## config.mk

```make
export PLATFORM = sky130hd
export DESIGN_NAME = bus_arbiter_flat
export DESIGN_NICKNAME = d
export VERILOG_FILES = /design/src/rtl/bus_arb_pkg.sv /design/src/rtl/bus_arbiter_if.sv /design/src/rtl/arb_rr2.sv /design/src/rtl/bus_arbiter.sv /design/src/flat_wrapper.sv
export SDC_FILE = /design/constraint.sdc
export NUM_CORES = 1
export LEC_CHECK = 0
export BUFFER_PORTS_ARGS = -buffer_cell sky130_fd_sc_hd__buf_2
export CAP_MARGIN = 40
export CORE_AREA = 2 2 120 122
export DETAILED_ROUTE_END_ITERATION = 12
export DIE_AREA = 0 0 122 124
export MAX_ROUTING_LAYER = met4
export SYNTH_ARGS = -nofsm -noshare
export SYNTH_HDL_FRONTEND = slang
export SYNTH_SLANG_ARGS = --single-unit
```

## constraint.sdc

```tcl
create_clock -name clk -period 6.03 [get_ports clk]
set_clock_uncertainty 0.1 [all_clocks]
set_input_delay 1.206 -clock clk [delete_from_list [all_inputs] [get_ports clk]]
set_output_delay 1.206 -clock clk [all_outputs]
set_load 0.005 [all_outputs]
```

## src/rtl/bus_arb_pkg.sv

```systemverilog
// Shared definitions for the two-master bus arbiter: state encoding,
// counter width and the read data returned on a timeout abort.
package bus_arb_pkg;

    localparam int          CNT_W      = 8;
    localparam int          ADDR_W     = 32;
    localparam int          DATA_W     = 32;
    localparam logic [31:0] ERR_RDDATA = 32'h0000_0000;

    typedef enum logic [1:0] {
        ST_IDLE = 2'd0,
        ST_BUSY = 2'd1,
        ST_ERR  = 2'd2
    } arb_state_e;

endpackage

```

## src/rtl/bus_arbiter_if.sv

```systemverilog
// One simple stall-handshake bus port: request fields flow master->slave,
// read data and stall flow back.
interface bus_arbiter_if;
    import bus_arb_pkg::*;

    logic [ADDR_W-1:0] address;
    logic [3:0]        byteenable;
    logic              read;
    logic              write;
    logic [DATA_W-1:0] wrdata;
    logic [DATA_W-1:0] rddata;
    logic              stall;

    modport master (output address, byteenable, read, write, wrdata,
                    input  rddata, stall);
    modport slave  (input  address, byteenable, read, write, wrdata,
                    output rddata, stall);
endinterface

```

## src/rtl/arb_rr2.sv

```systemverilog
// Two-way round-robin picker: a lone requester wins, a tie goes to the
// master that was not served last.
module arb_rr2 (
    input  logic [1:0] req,
    input  logic       last,
    output logic       valid,
    output logic       winner
);
    assign valid  = |req;
    assign winner = (req == 2'b11) ? ~last : req[1];
endmodule

```

## src/rtl/bus_arbiter.sv

```systemverilog
// Arbitrates instruction-fetch (m0) and data (m1) masters onto one shared
// port, with zero-cycle grant from IDLE and a stall timeout abort.
module bus_arbiter
    import bus_arb_pkg::*;
#(
    parameter int TIMEOUT = 255
) (
    input  logic           clk,
    input  logic           rst,
    bus_arbiter_if.slave   m0,
    bus_arbiter_if.slave   m1,
    bus_arbiter_if.master  s,
    output logic           bus_err
);
    localparam logic [CNT_W:0] TIMEOUT_C = (CNT_W+1)'(TIMEOUT);
    localparam logic [CNT_W:0] ONE_C     = {{CNT_W{1'b0}}, 1'b1};

    arb_state_e        state_q, state_d;
    logic              owner_q, owner_d;
    logic              last_q,  last_d;
    logic [CNT_W-1:0]  cnt_q,   cnt_d;

    logic [1:0]        req;
    logic              rr_valid, rr_winner;
    logic              sel, pass, err;
    logic [CNT_W:0]    cnt_nxt;

    assign req     = {m1.read | m1.write, m0.read | m0.write};
    assign cnt_nxt = {1'b0, cnt_q} + ONE_C;

    arb_rr2 u_rr (
        .req    (req),
        .last   (last_q),
        .valid  (rr_valid),
        .winner (rr_winner)
    );

    // NOTE: every signal gets a default before the case so no path can infer a latch.
    always_comb begin
        state_d = state_q;
        owner_d = owner_q;
        last_d  = last_q;
        cnt_d   = cnt_q;
        sel     = 1'b0;
        pass    = 1'b0;
        err     = 1'b0;
        case (state_q)
            ST_IDLE: begin
                if (rr_valid) begin
                    sel  = rr_winner;
                    pass = 1'b1;
                    if (s.stall) begin
                        state_d = ST_BUSY;
                        owner_d = rr_winner;
                        cnt_d   = ONE_C[CNT_W-1:0];
                    end else begin
                        last_d  = rr_winner;
                    end
                end
            end
            ST_BUSY: begin
                sel = owner_q;
                if (!req[owner_q]) begin
                    state_d = ST_IDLE;
                end else begin
                    pass = 1'b1;
                    if (!s.stall) begin
                        state_d = ST_IDLE;
                        last_d  = owner_q;
                    end else begin
                        cnt_d = cnt_nxt[CNT_W] ? cnt_q : cnt_nxt[CNT_W-1:0];
                        if (cnt_nxt == TIMEOUT_C) state_d = ST_ERR;
                    end
                end
            end
            ST_ERR: begin
                sel     = owner_q;
                err     = 1'b1;
                state_d = ST_IDLE;
                last_d  = owner_q;
            end
            default: state_d = ST_IDLE;
        endcase
        if (state_d != ST_BUSY) cnt_d = '0;
    end

    // Requesters stall by default; only the bus holder sees the shared response.
    always_comb begin
        s.address    = '0;
        s.byteenable = '0;
        s.read       = 1'b0;
        s.write      = 1'b0;
        s.wrdata     = '0;
        m0.rddata    = '0;
        m1.rddata    = '0;
        m0.stall     = req[0];
        m1.stall     = req[1];
        bus_err      = 1'b0;
        if (!rst) begin
            if (pass) begin
                if (sel) begin
                    s.address = m1.address; s.byteenable = m1.byteenable;
                    s.read    = m1.read;    s.write      = m1.write;
                    s.wrdata  = m1.wrdata;
                    m1.rddata = s.rddata;   m1.stall     = s.stall;
                end else begin
                    s.address = m0.address; s.byteenable = m0.byteenable;
                    s.read    = m0.read;    s.write      = m0.write;
                    s.wrdata  = m0.wrdata;
                    m0.rddata = s.rddata;   m0.stall     = s.stall;
                end
            end
            if (err) begin
                bus_err = 1'b1;
                if (sel) begin
                    m1.stall = 1'b0; m1.rddata = ERR_RDDATA;
                end else begin
                    m0.stall = 1'b0; m0.rddata = ERR_RDDATA;
                end
            end
        end
    end

    // NOTE: state registers use non-blocking assignments so all flops update together.
    always_ff @(posedge clk) begin
        if (rst) begin
            state_q <= ST_IDLE;
            owner_q <= 1'b0;
            last_q  <= 1'b1;
            cnt_q   <= '0;
        end else begin
            state_q <= state_d;
            owner_q <= owner_d;
            last_q  <= last_d;
            cnt_q   <= cnt_d;
        end
    end

endmodule

```

## src/flat_wrapper.sv

```systemverilog
// flat-port wrapper written by rule: the top's interface ports become plain ports
module bus_arbiter_flat import bus_arb_pkg::*;
#(
    parameter int TIMEOUT = 255
)
  (clk, rst, bus_err, m0_address, m0_byteenable, m0_read, m0_write, m0_wrdata, m0_rddata, m0_stall, m1_address, m1_byteenable, m1_read, m1_write, m1_wrdata, m1_rddata, m1_stall, s_address, s_byteenable, s_read, s_write, s_wrdata, s_rddata, s_stall);
  bus_arbiter_if m0_i ();
  bus_arbiter_if m1_i ();
  bus_arbiter_if s_i ();
  input  logic clk;
  input  logic rst;
  output logic bus_err;
  input wire logic [$bits(m0_i.address)-1:0] m0_address;
  input wire logic [$bits(m0_i.byteenable)-1:0] m0_byteenable;
  input wire logic [$bits(m0_i.read)-1:0] m0_read;
  input wire logic [$bits(m0_i.write)-1:0] m0_write;
  input wire logic [$bits(m0_i.wrdata)-1:0] m0_wrdata;
  output wire logic [$bits(m0_i.rddata)-1:0] m0_rddata;
  output wire logic [$bits(m0_i.stall)-1:0] m0_stall;
  input wire logic [$bits(m1_i.address)-1:0] m1_address;
  input wire logic [$bits(m1_i.byteenable)-1:0] m1_byteenable;
  input wire logic [$bits(m1_i.read)-1:0] m1_read;
  input wire logic [$bits(m1_i.write)-1:0] m1_write;
  input wire logic [$bits(m1_i.wrdata)-1:0] m1_wrdata;
  output wire logic [$bits(m1_i.rddata)-1:0] m1_rddata;
  output wire logic [$bits(m1_i.stall)-1:0] m1_stall;
  output wire logic [$bits(s_i.address)-1:0] s_address;
  output wire logic [$bits(s_i.byteenable)-1:0] s_byteenable;
  output wire logic [$bits(s_i.read)-1:0] s_read;
  output wire logic [$bits(s_i.write)-1:0] s_write;
  output wire logic [$bits(s_i.wrdata)-1:0] s_wrdata;
  input wire logic [$bits(s_i.rddata)-1:0] s_rddata;
  input wire logic [$bits(s_i.stall)-1:0] s_stall;
  assign m0_i.address = m0_address;
  assign m0_i.byteenable = m0_byteenable;
  assign m0_i.read = m0_read;
  assign m0_i.write = m0_write;
  assign m0_i.wrdata = m0_wrdata;
  assign m0_rddata = m0_i.rddata;
  assign m0_stall = m0_i.stall;
  assign m1_i.address = m1_address;
  assign m1_i.byteenable = m1_byteenable;
  assign m1_i.read = m1_read;
  assign m1_i.write = m1_write;
  assign m1_i.wrdata = m1_wrdata;
  assign m1_rddata = m1_i.rddata;
  assign m1_stall = m1_i.stall;
  assign s_address = s_i.address;
  assign s_byteenable = s_i.byteenable;
  assign s_read = s_i.read;
  assign s_write = s_i.write;
  assign s_wrdata = s_i.wrdata;
  assign s_i.rddata = s_rddata;
  assign s_i.stall = s_stall;
  bus_arbiter #(.TIMEOUT(TIMEOUT)) u_core (.clk(clk), .rst(rst), .m0(m0_i), .m1(m1_i), .s(s_i), .bus_err(bus_err));
endmodule
```

Yosys cells after proc, flatten, opt, wreduce, memory -nomap -nowiden --
Cells that the tools add are included.
Storage, ports and cells: bits in registers 12, output and inout port bits 137, word-level logic and storage cells 93, input port bits 175
Cells by class: $add $sub $neg 1, bitwise operators 3, multiplexer cells 63, reduce and logical (&&, ||, !) cells 9, order comparisons 1, equality and inequality tests 12
Operators by type and width (count):
- 32-bit two-way mux | 16
- 8-bit two-way mux | 5
- 1-bit two-way mux | 29
- 8-bit case mux with 2 select lines | 1
- 4-bit two-way mux | 3
- 2-bit two-way mux | 5
- 2-bit inequality test, second input constant | 5
- 8-bit by 1-bit adder with 9-bit output, second input constant | 1
- 9-bit by 8-bit equality test with 1-bit output, second input constant | 1
- 2-bit by 1-bit inequality test with 1-bit output, second input constant | 3
- 6-bit AND reduction | 1
- 2-bit OR reduction | 3
- 5-bit AND reduction | 1
- 2-bit equality test, second input constant | 2
- 1-bit case mux with 2 select lines | 2
- 2-bit case mux with 2 select lines | 1
- 1-bit case mux with 3 select lines | 1
- 3-bit AND reduction | 1
- 3-bit nonzero test | 1
- 2-bit by 1-bit equality test with 1-bit output, second input constant | 1
- 2-bit logical NOT | 1
- 1-bit by 2-bit < comparator with 1-bit output, second input constant | 1
- 1-bit bitwise OR | 2
- 2-bit nonzero test | 1
- 1-bit NOT | 1

Depth between registers and ports, before layout --
Gate-level depths: netlist of run 1.
word-level depth 10, gate-level depth with buffers 9, depth with buffers taken out 7

Cells and area by module --
A second synthesis of run 1 with hierarchy kept.
Unflattened totals: cell total of the unflattened synthesis 434, area total of the unflattened synthesis 2382.3 sq um
By module, submodules not included:
- bus_arbiter | area each 2368.5 sq um, times used 1, seq. area each 240.2 sq um, cells an instance 432
- arb_rr2 | area each 13.8 sq um, times used 1, seq. area each 0.0 sq um, cells an instance 2

Worst setup path after synthesis of run 1 --
No wires, ideal clock.
kind input -> output, start point input m1_write, end point output s_wrdata[22], stages on the path 7, arrival time 2398 ps, buffers on the path 2, path slack 2326 ps, data required time 4724 ps, path through or2_1 -> a32oi_1 -> or2_1 -> buf_2 -> buf_2 -> nand2_1 -> a21oi_1
Between the ends: longest elaborated chain between the ends 8
RTL lines:
- start: declaration | line flat_wrapper.sv:23 | input wire logic [$bits(m1_i.write)-1:0] m1_write;
- 1-bit bitwise OR (*) | line bus_arbiter.sv:28 | assign req = {m1.read | m1.write, m0.read | m0.write};
- 2-bit equality test | line arb_rr2.sv:10 | assign winner = (req == 2'b11) ? ~last : req[1];
- 1-bit two-way mux | line arb_rr2.sv:10
- 1-bit two-way mux | line bus_arbiter.sv:49 | if (rr_valid) begin
- 1-bit case mux with 2 select lines | line bus_arbiter.sv:47 | case (state_q)
- 32-bit two-way mux | line bus_arbiter.sv:101 | if (sel) begin
- 32-bit two-way mux (*) | line bus_arbiter.sv:100 | if (pass) begin
- 32-bit two-way mux (*) | line bus_arbiter.sv:99 | if (!rst) begin
- end: declaration | line flat_wrapper.sv:31 | output wire logic [$bits(s_i.wrdata)-1:0] s_wrdata;
Mark *: on every way between the ends. The rest lies on a longest branch, timed or not. The select of a mux whose other input is x is not followed.

Worst setup path in the final report of run 1 --
start point input m1_write, end point output s_wrdata[28]
Same word-level chain as after synthesis.

==> results of run 1 <==
how the worst max path moves through the flow:
stage / to / slack, ns / depth (start not counted)
2_1_floorplan: s_wrdata[22] / 2.33 / 7
3_3_place_gp: s_wrdata[28] / 1.18 / 8
3_5_place_dp: s_wrdata[28] / 1.16 / 8
4_1_cts: s_wrdata[28] / 1.16 / 8
5_1_grt: s_wrdata[28] / 1.02 / 8
6_report: s_wrdata[28] / 1.20 / 8
state kept, by name, indices dropped and copies added (netlist names):
| signal | cells |
|---|---|
| u_core.cnt_q | 8 |
| u_core.state_q | 2 |
| u_core.last_q | 1 |
| u_core.owner_q | 1 |
synth_stat cells (3+ instances only):
master / n
nand2_1: 146
a21oi_1: 79
and3_1: 63
clkbuf_1: 28
nor2_1: 15
dfxtp_1: 12
buf_2: 11
o21ai_0: 10
nor3_1: 9
inv_1: 7
a211oi_1: 6
ha_1: 6
nand3_1: 5
buf_6: 3
nor2b_1: 3
nor4_1: 3
or4_1: 3
cell families (layout without fill, tap and decap cells):
group	count (synthesis)	count (layout)	share of synthesized area
other cells	0	1	0
fa+ha+maj	6	6	0.0294
compound gates	117	117	0.265
mux	1	1	0.00392
simple gates	269	269	0.518
buf+inv	50	327	0.0892
flops	12	12	0.0941
final cells by class:
type                       instances  area share
inverter                           7     0.00610
antenna                            1    0.000581
timing repair buffer             316       0.376
clock buffer                       4      0.0206
tap                              180      0.0523
multi-input combinational        393       0.489
sequential                        12      0.0558
report_power, final:
group	internal (W)	switching (W)	leakage (nW)
registers	0.0000819	0.00000354	0.0974
logic	0.000158	0.000212	2.43
clock network	0.000101	0.0000388	0.0442
total	0.000340	0.000254	2.58
layer usage:
metal	share of wire	global-route usage	vias to the layer above
li1	-	-	2138
met1	0.46	0.257	1920
met2	0.45	0.276	221
met3	0.079	0.0307	10
met4	0.0082	0.0287	0
met5	0	-	-
stage by stage:
step / power, W / hold WS [ns] / instances / setup WS, ns
2_1_floorplan: 0.000271 / 0.332 / 455 / 2.33
3_3_place_gp: 0.000458 / 0.345 / 908 / 1.18
3_5_place_dp: 0.000456 / 0.356 / 908 / 1.16
4_1_cts: 0.000599 / 0.368 / 912 / 1.16
5_1_grt: 0.000644 / 0.402 / 913 / 1.02
6_report: 0.000594 / 0.366 / 913 / 1.20
layout by cell type, fill, tap and decap left out, types with 2 or more instances in the layout:
master     Yosys  routed
nand3_1        5       5
o21ai_1        2       2
buf_12         0       2
nor3_1         9       8
nor2_1        15      14
buf_4          1       3
nor4_1         3       3
and2_1         2       2
o21a_1         2       2
clkbuf_16      0       3
a21oi_1       79      79
o21ai_0       10      10
inv_1          7       7
buf_2         11     311
nand4b_1       2       2
dfxtp_1       12      12
nor2b_1        3       2
nand2_1      146     146
nand4_1        2       2
and3_1        63      63
or4_1          3       3
a211oi_1       6       6
or3_1          2       2
a31oi_1        2       2
o22ai_1        2       2
ha_1           6       6
o21ba_2        2       2
==> impl_metrics.toml, run 1 <==
[global_route]
antenna_found_initial = 2
gr-total-overflow = 0
first_global_vias = 3663
grt_pass1_wl_um = 20500
grt_max_degree = 64
grt_usage = 0.182

[routing]
drt-total-wl_um = 15200
wl_per_cell_um = 16.6
drt_iter0_drc = 245
routed_via_density = 4.70
drc = 0
dr.pass1.iters = 5
final_antenna_net_count = 0
vias = 4289

[worst_setup_path]
reg2reg_to = "u_core.cnt_q[0]"
critical_path_class = "input port to primary output"
reg2reg_from = "u_core.state_q[0]"
max_stage_delay_ns = 0.48
slowest_stage = "a32oi_1"
cp_common_cell = "buf_2"
startpoint = "m1_write"
path_cells = "buf_2 -> or2_1 -> a32oi_1 -> or2_2 -> buf_12 -> nand2_1 -> a21oi_1 -> buf_2"
crit_buf_inv = 3
reg2reg_depth = 6
reg2reg_slack_ns = 3.56
critPathMaxFanout = 61
start_kind = "input port"
end_kind = "primary output"
crit_required_ns = 4.72
cp.arrival_ns = 3.53
path_delay_family = "compound AO/OA/AOI/OAI gates"

[layout]
design_area_mm2 = 0.00431
nFillCells = 1556
fin_nets = 914
final_util = 0.314
areaGrowthSynthToFinish_pct = 68.6
multi_input_area_mm2 = 0.00210
drive_gt1_frac = 0.458
seqCellArea_um2 = 240

[sta]
post-route-period-util = 0.802
tightestPinTransition_ns = 0.810
hold_violations = 0
tns_ns = 0
relSlewSlack = 0.458
rsz0062_at_grt = "no"
fin_crit_ns = 4.83
drv_slew = 0
max_clock_freq_mhz = 207
finalSetupViolCount = 0

[clocking]
cts_tree = "done"
cts_hold_buf = 0
htree_num_levels = 1
post_cts_buffers = 0
post_cts_resized = 0
cts.sink_count = 12
clkLatencyLatePin_ns = 0.24
clk_path_buf_depth = 2
numCtsBuffers = 3
path_clk_slew_ns = 0.05
cts-root-buf = "clkbuf_16"

[die]
initial_core_util = 0.186
dieArea_mm2 = 0.0151
die_h_um = 124
pin_count = 312
coreArea_mm2 = 0.0137
rows = 43
die_x_um = 122

[synthesis]
ys_warn_count = 0
ys_types = 52
synth_top_area_cell = "nand2_1"
seq_area_frac_synth = 0.0941
ys.flop_type = "dfxtp_1"
synth_top_area_frac = 0.215
synth_seq_cells = 12
synth_area_mm2 = 0.00255
avgSynthCellArea_um2 = 5.61
synth_edf_count = 0
synth_area_leaders = "nand2_1 (21%), a21oi_1 (15%), and3_1 (15%)"
syn_inst = 455
ys_async_sr_fraction = 0
synth_nets = 636

[placement]
post-dp-hpwl_um = 12300
dpl_cell_area_mm2 = 0.00421
io_buffers = 311
gp_congestion = 0.855

[worst_hold_path]
hp-start = "u_core.last_q"
hold_path_class = "flop to flop"
holdPathEnd = "u_core.last_q"
whs_path_depth = 1

[power_and_ir_drop]
peakVddDrop_uv = 98.8
p_per_area_mw_per_mm2 = 138
p_leak_nw = 2.58

[flow_run]
maxCapViolCount = 0

[status]
status = "complete, no violations"
Note: power is estimated with default switching activity, not from simulation.
==> run 2, diff against run 1 <==
- clock period: 6.03 -> 4 ns (I/O delays scaled with it)
==> run 2 against run 1 <==
Via count rose by 0.12%. Flip-flop and latch count did not move. Sequential power rose by 51%. Die area did not move. Wire length rose by 1.3%. Global-route usage rose by 0.33 points. Utilization rose by 0.30 points. Critical path type unchanged. Largest power group unchanged.
==> impl_metrics.toml, run 2 (synthesis gave the netlist of run 1 again) <==
[power_and_ir_drop]
clkPwrFrac = 0.210
p_sw_w = 0.000382
pwr-share-seq = 0.146
swShare = 0.431
p_leak_nw = 2.60
comb_power_share = 0.644
p_int_w = 0.000504
peakVddDrop_uv = 135
p_per_area_mw_per_mm2 = 204

[die]
rows = 43
die_x_um = 122
dieArea_mm2 = 0.0151
initial_core_util = 0.186
pin_count = 312
die_h_um = 124
coreArea_mm2 = 0.0137

[placement]
post-dp-hpwl_um = 12400
gp_congestion = 0.857
dp_slack_ns = 0.154
io_buffers = 311

[clocking]
cts.sink_count = 12
cts-root-buf = "clkbuf_16"
post_cts_resized = 0
clkLatencyLatePin_ns = 0.24
path_clk_slew_ns = 0.04
htree_num_levels = 1
post_cts_buffers = 0
clk_path_buf_depth = 2
cts_hold_buf = 0
numCtsBuffers = 3
cts_tree = "done"

[routing]
vias = 4294
drc = 0
dr.pass1.iters = 4
final_antenna_net_count = 0
drt_iter0_drc = 323
drt-total-wl_um = 15300
wl_per_cell_um = 16.8
routed_via_density = 4.69

[sta]
relSlewSlack = 0.479
tightestPinTransition_ns = 0.778
rsz0062_at_grt = "no"
worst_slack_ns = 0.189
post-route-period-util = 0.953
max_clock_freq_mhz = 262
tns_ns = 0
fin_crit_ns = 3.81
finalSetupViolCount = 0
hold_violations = 0
drv_slew = 0

[worst_setup_path]
critical_path_class = "input port to primary output"
end_kind = "primary output"
reg2reg_to = "u_core.cnt_q[7]"
crit_required_ns = 3.10
path_delay_family = "compound AO/OA/AOI/OAI gates"
slowest_stage = "a32oi_1"
max_stage_delay_ns = 0.49
critPathMaxFanout = 54
path_cells = "buf_2 -> or2_1 -> a32oi_1 -> or2_2 -> buf_12 -> nand2_1 -> a21oi_1 -> buf_2"
reg2reg_slack_ns = 1.53
cp.arrival_ns = 2.91
crit_buf_inv = 3
cp_common_cell = "buf_2"
reg2reg_from = "u_core.state_q[0]"
start_kind = "input port"
reg2reg_depth = 6

[worst_hold_path]
holdPathEnd = "u_core.last_q"
hp-start = "u_core.last_q"
whs_path_depth = 1
hold_path_class = "flop to flop"

[global_route]
gr-total-overflow = 0
antenna_found_initial = 2
grt_max_degree = 64
grt_pass1_wl_um = 20900
grt_usage = 0.185
first_global_vias = 3631

[status]
status = "complete, no violations"

[flow_run]
maxCapViolCount = 0

[layout]
largestRegisters = "u_core.cnt_q x8, u_core.state_q x2"
layout.cells.most_common_list = "buf_2 (311), nand2_1 (146), a21oi_1 (79)"
regMostFlops = "u_core.cnt_q"
largest_reg_flops = 8
drive_gt1_frac = 0.460
final_common_cell = "buf_2"
areaGrowthSynthToFinish_pct = 70.2
fin_nets = 918
final_util = 0.317
## run 2: cell types whose count changed in the layout (fill, tap and decap cells not counted), sizes merged
cell    before  now
buf        316  320
clkbuf       4    3
## run 2: cell type report
class / instances / area (um2)
fill: 1556 / 9370
multi-input combinational: 393 / 2100
timing repair buffer: 320 / 1670
sequential: 12 / 240
tap: 180 / 225
clock buffer: 3 / 75.1
inverter: 7 / 26.3
antenna: 1 / 2.50
## run 2: power by group through the flow
stage	clock network, W	logic, W	registers, W
floorplan	0	0.000280	0.000129
global placement	0	0.000571	0.000131
detailed placement	0	0.000571	0.000131
CTS	0.000187	0.000574	0.000129
global route	0.000194	0.000636	0.000130
finish	0.000186	0.000571	0.000129
## run 2: worst max path at each step
stage / startpoint / end / slack (ns) / cells after the start
3_5_place_dp: m1_write / s_wrdata[28] / 0.15 / 8
3_3_place_gp: m1_write / s_wrdata[28] / 0.21 / 8
4_1_cts: m1_write / s_wrdata[28] / 0.15 / 8
6_report: m1_write / s_wrdata[28] / 0.19 / 8
2_1_floorplan: m1_write / s_wrdata[22] / 1.11 / 7
5_1_grt: u_core.state_q[0] / s_wrdata[28] / 0.02 / 8
## run 2: layer usage
metal,track usage,vias up,routed length [um]
li1,-,2149,-
met1,0.261,1918,6990
met2,0.284,217,6940
met5,-,-,0
met4,0.0129,0,94
met3,0.0385,10,1320
## run 2: stage by stage
step,hold WS (ns),power [W],cells,area (um2)
finish,0.373,0.000886,916,4350
detailed placement,0.353,0.000702,912,4270
floorplan,0.332,0.000408,455,2550
CTS,0.372,0.000890,915,4340
global placement,0.351,0.000702,912,4270
global route,0.404,0.000960,916,4350
==> run 3, diff against run 2 <==
- PLACE_DENSITY_LB_ADDON: not set -> 0.12
==> run 3 against run 2 <==
Largest power group unchanged. Count of clock-buffer cells in the layout stayed put. Sequential power hardly changed. Wire length is 7.5% higher.
==> impl_metrics.toml, run 3 (synthesis gave the netlist of run 1 again) <==
[worst_setup_path]
critPathMaxFanout = 34
slowest_stage = "nand2b_2"
end_kind = "primary output"
start_kind = "flop"
max_stage_delay_ns = 0.46
path_delay_family = "compound AO/OA/AOI/OAI gates"
crit_buf_inv = 3
cp_common_cell = "a21oi_1"
reg2reg_slack_ns = 1.49
cp.depth = 8
path_cells = "inv_1 -> ha_1 -> a21oi_1 -> o22ai_1 -> nand2b_2 -> buf_12 -> a21oi_1 -> buf_2"
startpoint = "u_core.state_q[1]"
crit_required_ns = 3.10
critical_path_class = "flop to primary output"
reg2reg_from = "u_core.state_q[1]"
reg2reg_depth = 7
cp.arrival_ns = 2.89

[sta]
tightestPinTransition_ns = 0.756
finalSetupViolCount = 0
max_clock_freq_mhz = 264
tns_ns = 0
rsz0062_at_grt = "no"
hold_violations = 0
relSlewSlack = 0.494
post-route-period-util = 0.947
drv_slew = 0
holdWs_ns = 0.365
fin_crit_ns = 3.79
worst_slack_ns = 0.211

[clocking]
numCtsBuffers = 3
cts_tree = "done"
post_cts_resized = 0
cts_hold_buf = 0
path_clk_slew_ns = 0.05
cts-root-buf = "clkbuf_16"
clk_path_buf_depth = 2
clkLatencyLatePin_ns = 0.24
post_cts_buffers = 0
cts.sink_count = 12
htree_num_levels = 1

[global_route]
grt_util_met1 = 0.287
busiest_layer = "met1"
met3_usage = 0.0609
grt_usage = 0.200
gr-usage-met2 = 0.282
grt_max_degree = 72
antenna_found_initial = 8
gr-total-overflow = 0
first_global_vias = 3834
grt_pass1_wl_um = 22300

[layout]
instances_no_fill = 922
final_common_cell = "buf_2"
regMostFlops = "u_core.cnt_q"
drive_gt1_frac = 0.459
areaGrowthSynthToFinish_pct = 70.1
layout.cells.most_common_list = "buf_2 (311), nand2_1 (146), a21oi_1 (79)"
largestRegisters = "u_core.cnt_q x8, u_core.state_q x2"
largest_reg_flops = 8
nFillCells = 1568
fin_nets = 917

[die]
pin_count = 312
die_x_um = 122
dieArea_mm2 = 0.0151
die_h_um = 124
initial_core_util = 0.186
coreArea_mm2 = 0.0137
rows = 43

[placement]
io_buffers = 311
post-dp-hpwl_um = 13600
gp_congestion = 0.810
dp_slack_ns = 0.302
place_inst = 911

[routing]
drc = 0
wl_per_cell_um = 17.9
final_antenna_net_count = 0
drt-total-wl_um = 16500
dr.pass1.iters = 5
drt_iter0_drc = 363
vias = 4339
routed_via_density = 4.71

[power_and_ir_drop]
p_per_area_mw_per_mm2 = 204
p_leak_nw = 2.59
peakVddDrop_uv = 105

[worst_hold_path]
hold_path_class = "flop to flop"
whs_path_depth = 1
hp-start = "u_core.last_q"

[status]
status = "complete, no violations"

[flow_run]
maxCapViolCount = 0
run 3: changes by cell type in the layout (fill, tap and decap cells not counted):
cell     change
buf_12       -1
diode_2      +7
run 3: metrics by stage:
stage           util  instance area, um2  power, W
6_report       0.317                4340  0.000888
5_1_grt        0.317                4340  0.000957
4_1_cts        0.315                4320  0.000892
3_5_place_dp   0.310                4250  0.000701
3_3_place_gp   0.310                4250  0.000699
2_1_floorplan      -                2550  0.000408
run 3: per-layer routing:
metal,vias to the layer above,share of wire
li1,2158,-
met1,1958,0.47
met2,213,0.43
met3,10,0.091
met4,0,0.0082
met5,-,0
run 3: area by class of cell:
type	instances	area [um2]	share of cell area
Antenna cell	8	20.0	0.00461
Multi-Input combinational cell	393	2100	0.484
Tap cell	180	225	0.0518
Timing Repair Buffer	319	1650	0.381
Sequential cell	12	240	0.0553
Clock buffer	3	75.1	0.0173
Inverter	7	26.3	0.00605
run 3: worst register-to-register path, stage by stage (launching register included):
cell,delay [ns]
dfxtp_1,0.34
inv_1,0.11
ha_1,0.40
o21ai_0,0.24
a41oi_2,0.26
nand4_2,0.23
or4_1,0.47
a211oi_1,0.27
run 3: path summary, 6_finish.rpt:
kind                endpoint
max reg2reg  u_core.cnt_q[5]
max             s_wrdata[25]
min reg2reg    u_core.last_q
min            u_core.last_q
run 3: report_power, final:
part	internal, W	switching [W]	total, W
clock network	0.000131	0.0000550	0.000186
registers	0.000124	0.00000517	0.000129
logic	0.000245	0.000329	0.000574
total	0.000499	0.000389	0.000888
